### config.mk
export PLATFORM = sky130hd
export DESIGN_NAME = imem_uart_loader_flat
export DESIGN_NICKNAME = d
export VERILOG_FILES = /design/src/rtl/imem_uart_loader_pkg.sv /design/src/rtl/imem_uart_loader_if.sv /design/src/rtl/imem_uart_loader_uart_rx_byte.sv /design/src/rtl/imem_uart_loader.sv /design/src/flat_wrapper.sv
export SDC_FILE = /design/constraint.sdc
export NUM_CORES = 1
export LEC_CHECK = 0
export CORE_AREA = 5 5 147 149
export DETAILED_ROUTE_END_ITERATION = 8
export DIE_AREA = 0 0 152 154
export DONT_BUFFER_PORTS = 1
export PLACE_DENSITY = 0.56
export SYNTH_ARGS = -nofsm -noshare
export SYNTH_HDL_FRONTEND = slang
export SYNTH_SLANG_ARGS = --single-unit
export TNS_END_PERCENT = 30
### constraint.sdc
create_clock -name clk -period 4.2 [get_ports clk]
set_input_delay 0.84 -clock clk [delete_from_list [all_inputs] [get_ports clk]]
set_output_delay 0.84 -clock clk [all_outputs]
set_load 0.1 [all_outputs]
### src/rtl/imem_uart_loader_pkg.sv
// Shared types and constants for the UART instruction-memory loader.
// The optional checksum feature is enabled by IMEM_LOADER_CHECKSUM_EN.
package imem_uart_loader_pkg;

  typedef enum logic [2:0] {
    S_IDLE,
    S_LEN_LO,
    S_LEN_HI,
    S_DATA,
    S_CHK,
    S_DONE,
    S_ERROR
  } ld_state_e;

  typedef enum logic [1:0] {
    RX_IDLE,
    RX_START,
    RX_DATA,
    RX_STOP
  } rx_state_e;

  localparam int HDR_BYTES = 2;

  function automatic int sample_point(input int cpb);
    return cpb / 2;
  endfunction

endpackage

### src/rtl/imem_uart_loader_if.sv
// Instruction memory word write port driven by the loader.
// Byte address and data are valid while we is high.
interface imem_uart_loader_if;
  logic        we;
  logic [31:0] waddr;
  logic [31:0] wdata;

  modport master (output we, output waddr, output wdata);
  modport slave  (input  we, input  waddr, input  wdata);
endinterface

### src/rtl/imem_uart_loader_uart_rx_byte.sv
// 8N1 UART byte receiver: synchroniser, bit timer, shift register.
// valid_o / stop_err_o pulse the cycle after the stop-bit sample.
module uart_rx_byte
  import imem_uart_loader_pkg::*;
#(
  parameter int CLKS_PER_BIT = 434
) (
  input  logic       clk_i,
  input  logic       rst_ni,
  input  logic       rx_i,
  output logic [7:0] byte_o,
  output logic       valid_o,
  output logic       stop_err_o
);

  localparam int HALF = sample_point(CLKS_PER_BIT);
  localparam int CW   = $clog2(CLKS_PER_BIT);

  logic [1:0]    sync_q;
  logic          prev_q;
  rx_state_e     st_q, st_d;
  logic [CW-1:0] cnt_q, cnt_d;
  logic [2:0]    bit_q, bit_d;
  logic [7:0]    sh_q, sh_d;
  logic          vld_q, vld_d;
  logic          err_q, err_d;
  logic          rx;

  assign rx         = sync_q[1];
  assign byte_o     = sh_q;
  assign valid_o    = vld_q;
  assign stop_err_o = err_q;

  always_ff @(posedge clk_i) begin
    if (!rst_ni) begin
      sync_q <= 2'b11;
      prev_q <= 1'b1;
      st_q   <= RX_IDLE;
      cnt_q  <= '0;
      bit_q  <= '0;
      sh_q   <= '0;
      vld_q  <= 1'b0;
      err_q  <= 1'b0;
    end else begin
      sync_q <= {sync_q[0], rx_i};
      prev_q <= rx;
      st_q   <= st_d;
      cnt_q  <= cnt_d;
      bit_q  <= bit_d;
      sh_q   <= sh_d;
      vld_q  <= vld_d;
      err_q  <= err_d;
    end
  end

  always_comb begin
    st_d  = st_q;
    cnt_d = cnt_q + CW'(1);
    bit_d = bit_q;
    sh_d  = sh_q;
    vld_d = 1'b0;
    err_d = 1'b0;
    unique case (st_q)
      RX_IDLE: begin
        cnt_d = '0;
        if (prev_q && !rx) st_d = RX_START;
      end
      RX_START: begin
        // start bit re-checked mid-bit; a high line means a glitch
        if (cnt_q == CW'(HALF - 1)) begin
          cnt_d = '0;
          bit_d = '0;
          st_d  = rx ? RX_IDLE : RX_DATA;
        end
      end
      RX_DATA: begin
        if (cnt_q == CW'(CLKS_PER_BIT - 1)) begin
          cnt_d = '0;
          sh_d  = {rx, sh_q[7:1]};
          bit_d = bit_q + 3'd1;
          if (bit_q == 3'd7) st_d = RX_STOP;
        end
      end
      RX_STOP: begin
        if (cnt_q == CW'(CLKS_PER_BIT - 1)) begin
          cnt_d = '0;
          st_d  = RX_IDLE;
          vld_d = rx;
          err_d = !rx;
        end
      end
      default: st_d = RX_IDLE;
    endcase
  end

endmodule

### src/rtl/imem_uart_loader.sv
// UART program loader writing instruction memory; holds core in reset.
// Define IMEM_LOADER_CHECKSUM_EN for a trailing XOR checksum byte.
module imem_uart_loader
  import imem_uart_loader_pkg::*;
#(
  parameter int CLKS_PER_BIT = 434,
  parameter int ADDR_WIDTH   = 10
) (
  input  logic clk,
  input  logic resetn,
  input  logic uart_rx,
  input  logic load_start,
  imem_uart_loader_if.master imem,
  output logic core_resetn,
  output logic loading,
  output logic done,
  output logic frame_err
`ifdef IMEM_LOADER_CHECKSUM_EN
  , output logic chk_err
`endif
);

  localparam logic [16:0] MAXW = 17'(1) << ADDR_WIDTH;
`ifdef IMEM_LOADER_CHECKSUM_EN
  localparam ld_state_e S_TAIL = S_CHK;
`else
  localparam ld_state_e S_TAIL = S_DONE;
`endif

  logic [7:0]  rx_byte;
  logic        rx_vld, rx_serr;
  ld_state_e   st_q, st_d;
  logic [15:0] len_q, len_d;
  logic [15:0] cnt_q, cnt_d;
  logic [15:0] n;
  logic [1:0]  bidx_q, bidx_d;
  logic [31:0] word_q, word_d;
  logic [31:0] addr_q, addr_d;
  logic [31:0] data_q, data_d;
  logic        we_q, we_d;
  logic        ferr_q, ferr_d;
  logic        load_q, done_q, core_q;
`ifdef IMEM_LOADER_CHECKSUM_EN
  logic [7:0]  chk_q, chk_d;
  logic        cerr_q, cerr_d;
  assign chk_err = cerr_q;
`endif

  uart_rx_byte #(.CLKS_PER_BIT(CLKS_PER_BIT)) u_rx (
    .clk_i      (clk),
    .rst_ni     (resetn),
    .rx_i       (uart_rx),
    .byte_o     (rx_byte),
    .valid_o    (rx_vld),
    .stop_err_o (rx_serr)
  );

  assign imem.we     = we_q;
  assign imem.waddr  = addr_q;
  assign imem.wdata  = data_q;
  assign core_resetn = core_q;
  assign loading     = load_q;
  assign done        = done_q;
  assign frame_err   = ferr_q;

  always_ff @(posedge clk) begin
    if (!resetn) begin
      st_q   <= S_IDLE;
      len_q  <= '0;
      cnt_q  <= '0;
      bidx_q <= '0;
      word_q <= '0;
      addr_q <= '0;
      data_q <= '0;
      we_q   <= 1'b0;
      ferr_q <= 1'b0;
      load_q <= 1'b0;
      done_q <= 1'b0;
      core_q <= 1'b0;
`ifdef IMEM_LOADER_CHECKSUM_EN
      chk_q  <= '0;
      cerr_q <= 1'b0;
`endif
    end else begin
      st_q   <= st_d;
      len_q  <= len_d;
      cnt_q  <= cnt_d;
      bidx_q <= bidx_d;
      word_q <= word_d;
      addr_q <= addr_d;
      data_q <= data_d;
      we_q   <= we_d;
      ferr_q <= ferr_d;
      load_q <= st_d inside {S_LEN_LO, S_LEN_HI, S_DATA, S_CHK};
      done_q <= st_d == S_DONE;
      core_q <= st_d inside {S_IDLE, S_DONE};
`ifdef IMEM_LOADER_CHECKSUM_EN
      chk_q  <= chk_d;
      cerr_q <= cerr_d;
`endif
    end
  end

  always_comb begin
    st_d   = st_q;
    len_d  = len_q;
    cnt_d  = cnt_q;
    bidx_d = bidx_q;
    word_d = word_q;
    addr_d = addr_q;
    data_d = data_q;
    we_d   = 1'b0;
    ferr_d = ferr_q;
    n      = {rx_byte, len_q[7:0]};
`ifdef IMEM_LOADER_CHECKSUM_EN
    chk_d  = chk_q;
    cerr_d = cerr_q;
`endif
    unique case (st_q)
      S_IDLE, S_DONE, S_ERROR: begin
        if (load_start) begin
          st_d   = S_LEN_LO;
          ferr_d = 1'b0;
          bidx_d = '0;
          cnt_d  = '0;
`ifdef IMEM_LOADER_CHECKSUM_EN
          chk_d  = '0;
          cerr_d = 1'b0;
`endif
        end
      end
      S_LEN_LO: begin
        if (rx_vld) begin
          len_d[7:0] = rx_byte;
          st_d       = S_LEN_HI;
        end
      end
      S_LEN_HI: begin
        if (rx_vld) begin
          len_d[15:8] = rx_byte;
          addr_d      = '0;
          if (n == 16'd0) begin
            st_d = S_TAIL;
          end else if ({1'b0, n} > MAXW) begin
            st_d   = S_ERROR;
            ferr_d = 1'b1;
          end else begin
            st_d = S_DATA;
          end
        end
      end
      S_DATA: begin
        // address advances after the write cycle so it is stable during we
        if (we_q) begin
          addr_d = addr_q + 32'd4;
          if (cnt_q == len_q) st_d = S_TAIL;
        end else if (rx_vld) begin
          word_d = {rx_byte, word_q[31:8]};
          bidx_d = bidx_q + 2'd1;
`ifdef IMEM_LOADER_CHECKSUM_EN
          chk_d  = chk_q ^ rx_byte;
`endif
          if (bidx_q == 2'd3) begin
            we_d   = 1'b1;
            data_d = {rx_byte, word_q[31:8]};
            cnt_d  = cnt_q + 16'd1;
          end
        end
      end
      S_CHK: begin
`ifdef IMEM_LOADER_CHECKSUM_EN
        if (rx_vld) begin
          st_d   = (rx_byte == chk_q) ? S_DONE : S_ERROR;
          cerr_d = rx_byte != chk_q;
        end
`else
        st_d = S_ERROR;
`endif
      end
      default: st_d = S_IDLE;
    endcase
    if (rx_serr && (st_q inside {S_LEN_LO, S_LEN_HI, S_DATA, S_CHK})) begin
      st_d   = S_ERROR;
      ferr_d = 1'b1;
      we_d   = 1'b0;
    end
  end

endmodule

### src/flat_wrapper.sv
// flat-port wrapper written by rule: the top's interface ports become plain ports
module imem_uart_loader_flat import imem_uart_loader_pkg::*;
#(
  parameter int CLKS_PER_BIT = 434,
  parameter int ADDR_WIDTH   = 10
)
  (clk, resetn, uart_rx, load_start, core_resetn, loading, done, frame_err, imem_we, imem_waddr, imem_wdata);
  imem_uart_loader_if imem_i ();
  input  logic clk;
  input  logic resetn;
  input  logic uart_rx;
  input  logic load_start;
  output logic core_resetn;
  output logic loading;
  output logic done;
  output logic frame_err;
  output wire logic [$bits(imem_i.we)-1:0] imem_we;
  output wire logic [$bits(imem_i.waddr)-1:0] imem_waddr;
  output wire logic [$bits(imem_i.wdata)-1:0] imem_wdata;
  assign imem_we = imem_i.we;
  assign imem_waddr = imem_i.waddr;
  assign imem_wdata = imem_i.wdata;
  imem_uart_loader #(.CLKS_PER_BIT(CLKS_PER_BIT), .ADDR_WIDTH(ADDR_WIDTH)) u_core (.clk(clk), .resetn(resetn), .uart_rx(uart_rx), .load_start(load_start), .imem(imem_i), .core_resetn(core_resetn), .loading(loading), .done(done), .frame_err(frame_err));
endmodule
After elaboration in Yosys (flattened, before gate mapping). Cells that the tools add are included.

Add/sub/neg operators: 5. Magnitude comparators: 1. Equal/unequal tests: 34. Mux-type cells: 41. Bitwise gates (word level): 4. Reduce and logical (&&, ||, !) cells: 29.

Operators with widths (number): two-way mux 16 bit (4); two-way mux 32 bit (2); one-hot mux 32 bit (2 select lines) (1); adder 32 x 3 -> 32 bit, second input constant (1); one-hot mux 16 bit (2 select lines) (1); two-way mux 3 bit (10); one-hot mux 9 bit (3 select lines) (1); == test 3 bit, second input constant (6); two-way mux 2 bit (9); two-way mux 9 bit (2); inequality test 2 bit, second input constant (9); adder 16 x 1 -> 16 bit, second input constant (1); == test 16 bit (1); > comparator 16 x 11 -> 1 bit, second input constant (1); zero test 16 bit (1); one-hot mux 3 bit (5 select lines) (1); AND reduction 5 bit (3); == test 3 x 2 -> 1 bit, second input constant (4); AND reduction 3 bit (4); adder 9 x 1 -> 9 bit, second input constant (1); == test 9 x 8 -> 1 bit, second input constant (1); == test 9 bit, second input constant (1); one-hot mux 2 bit (4 select lines) (1); AND reduction 4 bit (2); 24 further kinds (46).

Register bits: 165. Input bits: 4. Output and inout port bits: 69.

Logic depth before layout (Yosys ltp). Gate-level depths: netlist (run 1).

Depth after elaboration: 8. Depth in mapped cells: 10.

Hierarchy. A second synthesis (run 1) with hierarchy kept.

Cell total of the unflattened synthesis: 788. Area total of the unflattened synthesis: 6842.8 um^2.

By module, submodules not included: imem_uart_loader (times used 1, cells an instance 675, area an instance 5686.7 um^2, sequential area each 2562.5 um^2); uart_rx_byte (times used 1, cells an instance 113, area an instance 1156.1 um^2, sequential area each 540.5 um^2).

Worst setup path before layout (run 1). OpenSTA, ideal clock, no wires.

Kind: reg-to-reg. From: register u_core.addr_q[6] (netlist: u_core.imem.waddr[6]). To: register u_core.addr_q[29] (netlist: u_core.imem.waddr[29]). Setup time: 0.072 ns. Data arrival time: 2.720 ns. Data required time: 4.128 ns. Setup slack: 1.408 ns. Stages on the path, launching flop included: 7. Clock period less this slack: 2.792 ns. Cell sequence: dfxtp_1 and4_2 nand4_4 or4_1 buf_2 or3_1 a21oi_1.

Cells in the longest elaborated chain, start to end: 3.

Ends and longest elaborated chain: start, declared (line imem_uart_loader.sv:38) `logic [31:0] addr_q, addr_d;`; start signal, assigned (line imem_uart_loader.sv:90) `addr_q <= addr_d;`; adder 32 x 3 -> 32 bit (line imem_uart_loader.sv:155) `addr_d = addr_q + 32'd4;`; two-way mux 32 bit (line imem_uart_loader.sv:154) `if (we_q) begin`; one-hot mux 32 bit (2 select lines) (line imem_uart_loader.sv:119) `unique case (st_q)`.

No other way between the ends. The select of a mux whose other input is x is not followed. A chain may end at the register's enable or synchronous reset.

Final worst setup path (run 1).
From: register u_core.st_q[1]. To: register u_core.data_q[27] (netlist: u_core.imem.wdata[27]).

Cells in the longest elaborated chain, start to end: 2.

Ends and longest elaborated chain: start, declared (line imem_uart_loader.sv:32) `ld_state_e st_q, st_d;`; start signal, assigned (line imem_uart_loader.sv:85) `st_q <= st_d;`; == test 3 x 2 -> 1 bit (line imem_uart_loader.sv:119); AND reduction 4 bit (no line); end signal, assigned (line imem_uart_loader.sv:91) `data_q <= data_d;`; end, declared (line imem_uart_loader.sv:39) `logic [31:0] data_q, data_d;`.

No other way between the ends.

==> results of run 1 <==
state kept, by name (all words and copies together), names as in the netlist:
signal / flops
u_core.imem.wdata: 32
u_core.imem.waddr: 30
u_core.word_q: 24
u_core.cnt_q: 16
u_core.len_q: 16
u_core.u_rx.cnt_q: 9
u_core.u_rx.byte_o: 8
u_core.st_q: 3
u_core.u_rx.bit_q: 3
u_core.bidx_q: 2
u_core.u_rx.st_q: 2
u_core.u_rx.sync_q: 2
u_core.core_resetn: 1
u_core.done: 1
u_core.frame_err: 1
u_core.imem.we: 1
u_core.loading: 1
u_core.u_rx.prev_q: 1
u_core.u_rx.stop_err_o: 1
u_core.u_rx.valid_o: 1
layout make-up:
class	count	share of cell area, %
clock inverters	15	2.60
inverters	19	0.905
multi-input cells	581	44.3
well taps	270	4.29
clock buffers	17	5.40
repair buffers	33	3.14
flip-flops and latches	155	39.4
power groups by stage:
stage / clock [uW] / combinational, uW / sequential, uW
after floorplan: 0 / 62.3 / 1520
after global placement: 0 / 58.7 / 1530
after detailed placement: 0 / 58.4 / 1530
after CTS: 1660 / 58.6 / 1490
after global routing: 1720 / 64.1 / 1490
final: 1610 / 58.0 / 1490
kinds of logic after synthesis:
group	after synthesis	share of synthesized area, %
buffers and inverters	72	4.35
DFF	155	45.1
muxes	55	8.02
adders and majority gates	8	1.46
AOI/OAI and AO/OA	146	12.1
other	1	0.0545
xor gates and xnor gates	41	5.22
and+or+nand+nor	329	23.7
worst paths after layout:
check	start	end	slack, ns	cells past startpoint
worst max register to register	u_core.st_q[1]$_SDFF_PN0_	u_core.imem.wdata[27]$_SDFFE_PN0P_	1.36	5
worst max-delay path	u_core.st_q[1]$_SDFF_PN0_	u_core.imem.wdata[27]$_SDFFE_PN0P_	1.36	5
worst min register to register	u_core.u_rx.sync_q[0]$_SDFF_PN1_	u_core.u_rx.sync_q[1]$_SDFF_PN1_	0.41	1
worst min-delay path	u_core.u_rx.sync_q[0]$_SDFF_PN1_	u_core.u_rx.sync_q[1]$_SDFF_PN1_	0.41	1
worst register-to-register path, delay by kind of cell, from the launching register on:
family                 cells  cell delay (ns)
muxes                      1             0.29
DFF                        1             0.62
and+or+nand+nor            3             1.56
buffers and inverters      1             0.30
stage by stage:
stage / hold WS, ns / setup slack [ns] / instances
after floorplan: 0.386 / 1.41 / 808
after global placement: 0.399 / 1.49 / 1058
after detailed placement: 0.398 / 1.37 / 1058
after CTS: 0.416 / 1.34 / 1090
after global routing: 0.425 / 1.09 / 1090
final: 0.411 / 1.36 / 1090
layer usage:
layer / part of all wire (%) / routed length, um / vias up / GRT usage [%]
li1: - / - / 2830 / -
met1: 48 / 7760 / 2540 / 19.1
met2: 44 / 7020 / 109 / 20.5
met3: 6.8 / 1090 / 17 / 4.38
met4: 1.2 / 192 / 0 / 3.51
met5: 0 / 0 / - / 0
layout by cell type, fill, tap and decap left out, drive strengths merged, types with 3 or more instances in the layout:
cell,count
nor2,63
xnor2,18
o31ai,10
and3,7
a211oi,3
buf,33
mux2i,54
xor2,23
nor4bb,4
clkinv,6
nand2,110
nor3,13
nand3,47
o21a,4
nor4,16
and2,5
nand4,14
nand2b,9
inv,26
nor2b,4
a21oi,67
o21ai,45
ha,8
clkbuf,17
or3,13
dfxtp,155
or4,12
and4,5
==> out/results.ini, run 1 <==
[status]
run_status=complete, no violations

[sta]
setup_viol=0
tightestPinTransition_ns=1.04
slew_headroom_pct=30.4
setup-tns-final_ns=0
final_max_slew_viol_count=0
fin_worst_skew_ns=0.00858
timing.final.crit_period_ns=2.84
final_min_period_over_clock_period_pct=67.7
timing.fmax_mhz=352
final-hold-violation-count=0
rsz0062_at_grt=no

[pwr]
p_total_uw=3170
power.density_cell_area_mw_per_mm2=402
power_report.internal_total_uw=2400
power.share.clock_pct=51.0
sw_frac_of_total_pct=24.1
comb_power_share_pct=1.8
p_seq_share_pct=47.2
netSwitchingPower_uw=761
ir_worst_vdd_v=0.000276
power_leakage_uw=0.00268

[finish]
seq_area_mm2=0.00310
final_layout_size_suffix_gt1_share_pct=9.27
finish.instance_area_mm2=0.00788
antenna-diode-count=0
multi_input_area_mm2=0.00349
num-fill-cells=2104
finish.utilization_pct=39.3
syn2layout_area_growth_pct=14.6
finalNetCount=819

[yosys]
netlist_cell_types=58
synth_top_flop_cell=sky130_fd_sc_hd__dfxtp_1
post_synth.cell_area_avg_um2=8.52
ys_top_cells_by_area=sky130_fd_sc_hd__dfxtp_1 (45%), sky130_fd_sc_hd__mux2i_1 (7.9%), sky130_fd_sc_hd__nand2_1 (6.0%), sky130_fd_sc_hd__a21oi_1 (4.8%), sky130_fd_sc_hd__nand3_1 (3.4%)
post-synth-top-area-fraction_pct=45.1
synth_sequential_area_ratio_pct=45.1
synth_area_leader_cell=sky130_fd_sc_hd__dfxtp_1
synthesis.instances=807
synth_commonest_cells=sky130_fd_sc_hd__dfxtp_1 (155), sky130_fd_sc_hd__nand2_1 (110), sky130_fd_sc_hd__a21oi_1 (66)
yosys_warnings=0
synth_register_bits=155
synth_enable_flop_cells=0
async_flop_share_pct=0
most_used_standard_cell_by_instance_count_after_synthesis=sky130_fd_sc_hd__dfxtp_1
area_of_the_mapped_netlist_mm2=0.00688

[global_route]
grt_first_pass_wirelength_um=27100
pin_count_of_the_biggest_net_entering_global_routing=79
grt_util_all_layers_pct=13.7
global_route.overflow_total=0
first_global_vias=5174
grt_antenna_before_repair=0

[clocking]
root_buffer=sky130_fd_sc_hd__clkbuf_16
cts.sinks=155
ctsResizeCount=0
htree_levels=4
worst_setup_hold_path_clk_slew_ns=0.07
cts_buffer_count=17
clock_tree_from_tritoncts=built
clock_latency_ns=0.43
clock_tree_buffer_depth=2
postCtsHoldBufs=0
post-cts-setup-buffer-count=0

[floorplan]
die_width_um=152
io_pins=73
dieArea_mm2=0.0234
chipHeight_um=154
initial_utilization_pct=34.3
core-area_mm2=0.0200
floorplan.rows=52

[setup_path]
crit_family=simple AND/OR/NAND/NOR gates
criticalPathCategory=flop to flop
path_max_fanout=33
end_kind=flop
critPathBufInv=1
arrival_ns=3.19
worst_ep_required_time_ns=4.54
critical_path.slowest_cell=sky130_fd_sc_hd__and3_2
critPathLaunchType=flop
crit_chain=and3b_1 > and2_1 > buf_4 > and3_2 > mux2i_1
crit_path_max_incr_delay_ns=0.93

[placement]
dpl-instance-area_mm2=0.00725
count_of_input_and_output_buffers=0
place.gp.congestion=0.795
hpwlAfterDp_um=10800

[routing]
dr.pass1.iters=4
drt_drc_violations_left=0
drt-total-wl_um=16100
post_detailed_route_via_to_cell_ratio=5.04
dr.first_iter.drc_count=344
wl_per_cell_um=14.7
num_vias=5496
final_antenna_net_count=0

[min_path]
hold_path_class=flop to flop

[job]
maxCapViolCount=0

(Power assumes the default switching activity.)
==> run 2: changes to the inputs <==
- ABC_AREA: default -> 1
- CORE_AREA: 5 5 147 149 -> 5 5 149 151
- DIE_AREA: 0 0 152 154 -> 0 0 154 156
- PLACE_DENSITY: 0.56 -> 0.58
- clock period: 4.2 -> 2.5 ns (I/O delays scaled with it)
==> out/results.ini, run 2 <==
[global_route]
pin_count_of_the_biggest_net_entering_global_routing=92
grt_antenna_before_repair=0
global_route.overflow_total=0
grt_util_all_layers_pct=15.1
first_global_vias=5996
grt_first_pass_wirelength_um=30000

[floorplan]
initial_utilization_pct=34.3
io_pins=73
die_width_um=154
floorplan.rows=53
dieArea_mm2=0.0240
chipHeight_um=156
core-area_mm2=0.0207

[sta]
setup_viol=0
final_min_period_over_clock_period_pct=83.9
slew_headroom_pct=58.6
timing.fmax_mhz=477
timing.final.crit_period_ns=2.10
tightestPinTransition_ns=0.621
final_max_slew_viol_count=0
fin_worst_skew_ns=0.0100
final-hold-violation-count=0
setup-tns-final_ns=0
rsz0062_at_grt=no

[setup_path]
arrival_ns=2.41
end_kind=flop
timing.rr.start=u_core.st_q[1]$_SDFF_PN0_
r2r_cells=8
critPathLaunchType=flop
cp-startpoint=u_core.st_q[1]$_SDFF_PN0_
worst_ep_required_time_ns=2.82
path_max_fanout=18
criticalPathCategory=flop to flop

[placement]
count_of_input_and_output_buffers=0
place.gp.congestion=0.925
hpwlAfterDp_um=13300
dpl-instance-area_mm2=0.00781

[yosys]
synth_enable_flop_cells=0
yosys_warnings=0
synthesis.instances=1030
ys_top_cells_by_area=sky130_fd_sc_hd__dfxtp_1 (44%), sky130_fd_sc_hd__nand2_1 (10%), sky130_fd_sc_hd__nor2_1 (9.8%), sky130_fd_sc_hd__o21ai_0 (7.4%), sky130_fd_sc_hd__a21oi_1 (5.8%)
netlist_cell_types=37
async_flop_share_pct=0
post-synth-top-area-fraction_pct=43.7
synth_area_leader_cell=sky130_fd_sc_hd__dfxtp_1
synth_sequential_area_ratio_pct=43.7
synth_commonest_cells=sky130_fd_sc_hd__nand2_1 (196), sky130_fd_sc_hd__nor2_1 (185), sky130_fd_sc_hd__dfxtp_1 (155)
synth_register_bits=155
area_of_the_mapped_netlist_mm2=0.00711
synth_top_flop_cell=sky130_fd_sc_hd__dfxtp_1
post_synth.cell_area_avg_um2=6.90
most_used_standard_cell_by_instance_count_after_synthesis=sky130_fd_sc_hd__nand2_1

[finish]
finish.instance_area_mm2=0.00842
most-common-layout-cells=sky130_fd_sc_hd__nand2_1 (196), sky130_fd_sc_hd__nor2_1 (185), sky130_fd_sc_hd__dfxtp_1 (155)
finalNetCount=1100
final_layout_size_suffix_gt1_share_pct=11.7
layout.cells.most_common=sky130_fd_sc_hd__nand2_1
largest_register_ffs=32
antenna-diode-count=0
syn2layout_area_growth_pct=18.5

[min_path]
worstHoldPathCells=1
timing.hold.worst.start=uart_rx
hold_path_class=input port to flop

[clocking]
clock_tree_from_tritoncts=built
htree_levels=4
post-cts-setup-buffer-count=0
ctsResizeCount=0
root_buffer=sky130_fd_sc_hd__clkbuf_16
cts.sinks=155
postCtsHoldBufs=0
clock_tree_buffer_depth=2
cts_buffer_count=17
clock_latency_ns=0.42
worst_setup_hold_path_clk_slew_ns=0.07

[routing]
drt_drc_violations_left=0
dr.pass1.iters=5
post_detailed_route_via_to_cell_ratio=4.80
dr.first_iter.drc_count=421
final_antenna_net_count=0
num_vias=6605
wl_per_cell_um=13.3
drt-total-wl_um=18300

[pwr]
power.density_cell_area_mw_per_mm2=630
sw_frac_of_total_pct=23.1
p_seq_share_pct=47.0
power.share.clock_pct=50.0
ir_worst_vdd_v=0.000484
netSwitchingPower_uw=1230
power_leakage_uw=0.00341
power_report.internal_total_uw=4070
comb_power_share_pct=3.1

[job]
maxCapViolCount=0

[status]
run_status=complete, no violations

==> run 2: changes by cell type in the layout (fill, tap and decap cells not counted), sizes merged, moves of 15 or more <==
cell,change
a21oi,+16
buf,+39
inv,+91
mux2i,-54
nand2,+94
nand4,+16
nor2,+127
nor4,-15
o21ai,+63
xnor2,-17
==> run 2: layer usage <==
layer	GRT usage, %	part of all wire, %
met5	0	0
met4	4.16	1.6
met3	4.63	6.1
met2	24.9	46
met1	19.4	46
==> run 2: per-stage QoR <==
stage | setup WS [ns] | total power, uW | hold WS [ns] | util, % | cells
global placement | 0.480 | 2710 | 0.403 | 37.8 | 1344
CTS | 0.425 | 5360 | 0.153 | 40.7 | 1376
detailed placement | 0.433 | 2710 | 0.402 | 37.8 | 1344
floorplan | 0.0551 | 2690 | 0.393 | - | 1031
finish | 0.403 | 5300 | 0.175 | 40.7 | 1376
global route | 0.227 | 5500 | 0.152 | 40.7 | 1376
==> run 2: path summary, 6_finish.rpt <==
kind	end	slack, ns
max reg2reg	u_core.imem.waddr[2]$_SDFFE_PN0P_	0.40
min	u_core.u_rx.sync_q[0]$_SDFF_PN1_	0.18
max	u_core.imem.waddr[2]$_SDFFE_PN0P_	0.40
min reg2reg	u_core.u_rx.sync_q[1]$_SDFF_PN1_	0.42
==> run 2: worst max-delay path, stage by stage (launching register included) <==
cell and delay [ns]:
sky130_fd_sc_hd__dfxtp_1 0.44, sky130_fd_sc_hd__nand2_1 0.12, sky130_fd_sc_hd__nor2_2 0.18, sky130_fd_sc_hd__nand2_2 0.23, sky130_fd_sc_hd__nand2_2 0.29, sky130_fd_sc_hd__buf_4 0.23
sky130_fd_sc_hd__inv_1 0.21, sky130_fd_sc_hd__o21ai_0 0.22, sky130_fd_sc_hd__a21oi_1 0.06
==> run 2: final cells by class <==
type	instances	area (um^2)
clock buffer	20	457
timing repair buffer	72	541
sequential	155	3100
fill	2199	12300
tap	275	344
multi-input combinational	730	3400
inverter	112	422
clock inverter	12	150
==> run 2: logic make-up (layout without fill, tap and decap cells) <==
logic type      after synthesis  in the layout  synth area share, %
other cells                   1              2               0.0528
xor+xnor                     10             10                 1.23
simple gates                513            513                 31.0
fa+ha+maj                     8              8                 1.41
flops                       155            155                 43.7
buf+inv                     146            216                 8.50
compound gates              197            197                 14.1
==> run 2: power groups by stage <==
stage	registers, uW	logic (uW)	clock network (uW)
2_1_floorplan	2570	126	0
3_3_place_gp	2540	163	0
3_5_place_dp	2550	163	0
4_1_cts	2490	164	2710
5_1_grt	2490	181	2830
6_report	2490	162	2650
==> run 3: changes to the inputs <==
- ABC_AREA: 1 -> 0
- CORE_AREA: 5 5 149 151 -> 5 5 147 149
- DIE_AREA: 0 0 154 156 -> 0 0 152 154
- clock period: 2.5 -> 1.7 ns (I/O delays scaled with it)
==> out/results.ini, run 3 (synthesis results as in run 1) <==
[setup_path]
arrival_ns=2.23
worst_ep_required_time_ns=2.03
setup.reg_to_reg.worst_slack_ns=-0.20
timing.rr.start=u_core.st_q[1]$_SDFF_PN0_
crit_chain=buf_8 > buf_6 > nor4bb_4 > and4_1 > nor3_2 > o211ai_1 > nor4bb_4
critPathLaunchType=flop
r2r_cells=7
critical_path.slowest_cell=sky130_fd_sc_hd__dfxtp_4
cpMostUsedCell=sky130_fd_sc_hd__nor4bb_4
path_max_fanout=7
crit_path_max_incr_delay_ns=0.38
criticalPathCategory=flop to flop
end_kind=flop
crit-reg2reg-capture=u_core.done$_SDFF_PN0_

[routing]
drt-total-wl_um=18800
dr.first_iter.drc_count=410
drt_drc_violations_left=0
final_antenna_net_count=0
dr.pass1.iters=5
post_detailed_route_via_to_cell_ratio=5.03
wl_per_cell_um=15.3
num_vias=6200

[status]
violations_in_the_final_reports=negative setup slack
run_status=finished, violations left

[min_path]
worstHoldPathCells=1
min_to=u_core.u_rx.sync_q[0]$_SDFF_PN1_
timing.hold.worst.start=uart_rx
hold_path_class=input port to flop

[pwr]
ir_worst_vdd_v=0.000750
power.density_cell_area_mw_per_mm2=780
power_report.internal_total_uw=5680
sw_frac_of_total_pct=23.4
power.share.clock_pct=46.9
p_seq_share_pct=49.0
comb_power_share_pct=4.1
netSwitchingPower_uw=1730
power_leakage_uw=0.00353

[finish]
finalNetCount=964
syn2layout_area_growth_pct=38.3
antenna-diode-count=0
post_route_insts_no_fill=1233
final_layout_size_suffix_gt1_share_pct=32.0
largest_register_ffs=32
layout.cells.most_common=sky130_fd_sc_hd__buf_4
most-common-layout-cells=sky130_fd_sc_hd__buf_4 (162), sky130_fd_sc_hd__dfxtp_1 (122), sky130_fd_sc_hd__nand2_1 (109)

[sta]
setup-tns-final_ns=-6.29
final-hold-violation-count=0
final_max_slew_viol_count=0
timing.final.crit_period_ns=1.90
rsz0062_at_grt=yes
worst_slack_ns=-0.200
final_min_period_over_clock_period_pct=112
setup_viol=66
fin_worst_skew_ns=0.00991
timing.fmax_mhz=526

[floorplan]
floorplan.rows=52
dieArea_mm2=0.0234
chipHeight_um=154
io_pins=73
die_width_um=152
core-area_mm2=0.0200
initial_utilization_pct=34.3

[global_route]
grt_util_all_layers_pct=15.5
grt_first_pass_wirelength_um=30000
grt_antenna_before_repair=0
global_route.overflow_total=0
pin_count_of_the_biggest_net_entering_global_routing=79
first_global_vias=5828

[placement]
count_of_input_and_output_buffers=0
placedCellCount=1190
hpwlAfterDp_um=12500
place_ws_ns=-0.425
place.gp.congestion=0.841

[clocking]
htree_levels=4
cts_buffer_count=17
clock_tree_from_tritoncts=built
cts.sinks=155
clock_latency_ns=0.43
root_buffer=sky130_fd_sc_hd__clkbuf_16
worst_setup_hold_path_clk_slew_ns=0.07
clock_tree_buffer_depth=2

[job]
maxCapViolCount=0

[run 3: cell count changes in the layout (fill, tap and decap cells not counted), moves of 19 or more]
cell	delta
sky130_fd_sc_hd__a21oi_1	-29
sky130_fd_sc_hd__buf_4	+90
sky130_fd_sc_hd__dfxtp_1	-33
sky130_fd_sc_hd__dfxtp_4	+19
sky130_fd_sc_hd__inv_1	-88
sky130_fd_sc_hd__mux2i_1	+52
sky130_fd_sc_hd__nand2_1	-87
sky130_fd_sc_hd__nor2_1	-124
sky130_fd_sc_hd__o21ai_0	-64
[run 3: metal layers]
metal | vias up | part of all wire, % | GRT usage, %
li1 | 3118 | - | -
met5 | - | 0 | 0
met4 | 0 | 1.4 | 3.90
met1 | 2923 | 46 | 20.9
met2 | 140 | 47 | 24.2
met3 | 19 | 6.0 | 4.75
[run 3: how the worst max path moves through the flow]
| stage | start | endpoint | slack (ns) |
|---|---|---|---|
| 3_3_place_gp | u_core.st_q[1]$_SDFF_PN0_ | u_core.done$_SDFF_PN0_ | -0.45 |
| 5_1_grt | u_core.st_q[1]$_SDFF_PN0_ | u_core.cnt_q[0]$_SDFFE_PN0P_ | -0.26 |
| 3_5_place_dp | u_core.st_q[1]$_SDFF_PN0_ | u_core.done$_SDFF_PN0_ | -0.43 |
| 4_1_cts | u_core.len_q[0]$_SDFFE_PN0P_ | u_core.done$_SDFF_PN0_ | -0.18 |
| 2_1_floorplan | u_core.imem.waddr[19]$_SDFFE_PN0P_ | u_core.imem.waddr[29]$_SDFFE_PN0P_ | -0.39 |
| 6_report | u_core.st_q[1]$_SDFF_PN0_ | u_core.done$_SDFF_PN0_ | -0.20 |
[run 3: area by class of cell]
cell class | count | area, um^2
Inverter | 19 | 71.3
Multi-Input combinational cell | 581 | 3900
Clock inverter | 8 | 58.8
Timing Repair Buffer | 178 | 1490
Clock buffer | 22 | 465
Sequential cell | 155 | 3190
Fill cell | 1966 | 10500
Tap cell | 270 | 338
[run 3: per-stage QoR]
step / util (%) / hold slack, ns / power (uW) / area [um^2]
3_3_place_gp: 41.9 / 0.390 / 3950 / 8400
5_1_grt: 47.5 / 0.0151 / 7690 / 9510
3_5_place_dp: 41.9 / 0.405 / 3950 / 8400
2_1_floorplan: - / 0.386 / 3890 / 7020
6_report: 47.5 / 0.0171 / 7420 / 9510
4_1_cts: 45.9 / 0.000302 / 7460 / 9190
[run 3: power groups by stage]
stage | Sequential [uW] | Combinational [uW] | Clock (uW)
floorplan | 3740 | 155 | 0
global placement | 3710 | 238 | 0
detailed placement | 3710 | 239 | 0
CTS | 3630 | 268 | 3560
global route | 3630 | 322 | 3740
finish | 3630 | 303 | 3480
[run 3: worst max-delay path, delay by kind of cell (launching register included)]
family / cells / cell delay [ns]
flops: 1 / 0.38
simple gates: 4 / 1.00
compound gates: 1 / 0.16
buf+inv: 2 / 0.27
[run 3: repair_timing]
item                                    4_1_cts  5_1_grt
buffers inserted                              3        8
cloned                                        2        2
pin swaps                                    27       32
gates resized for setup                      41       56
endpoints found under the setup margin       98      109
hold buffers                                  0        0
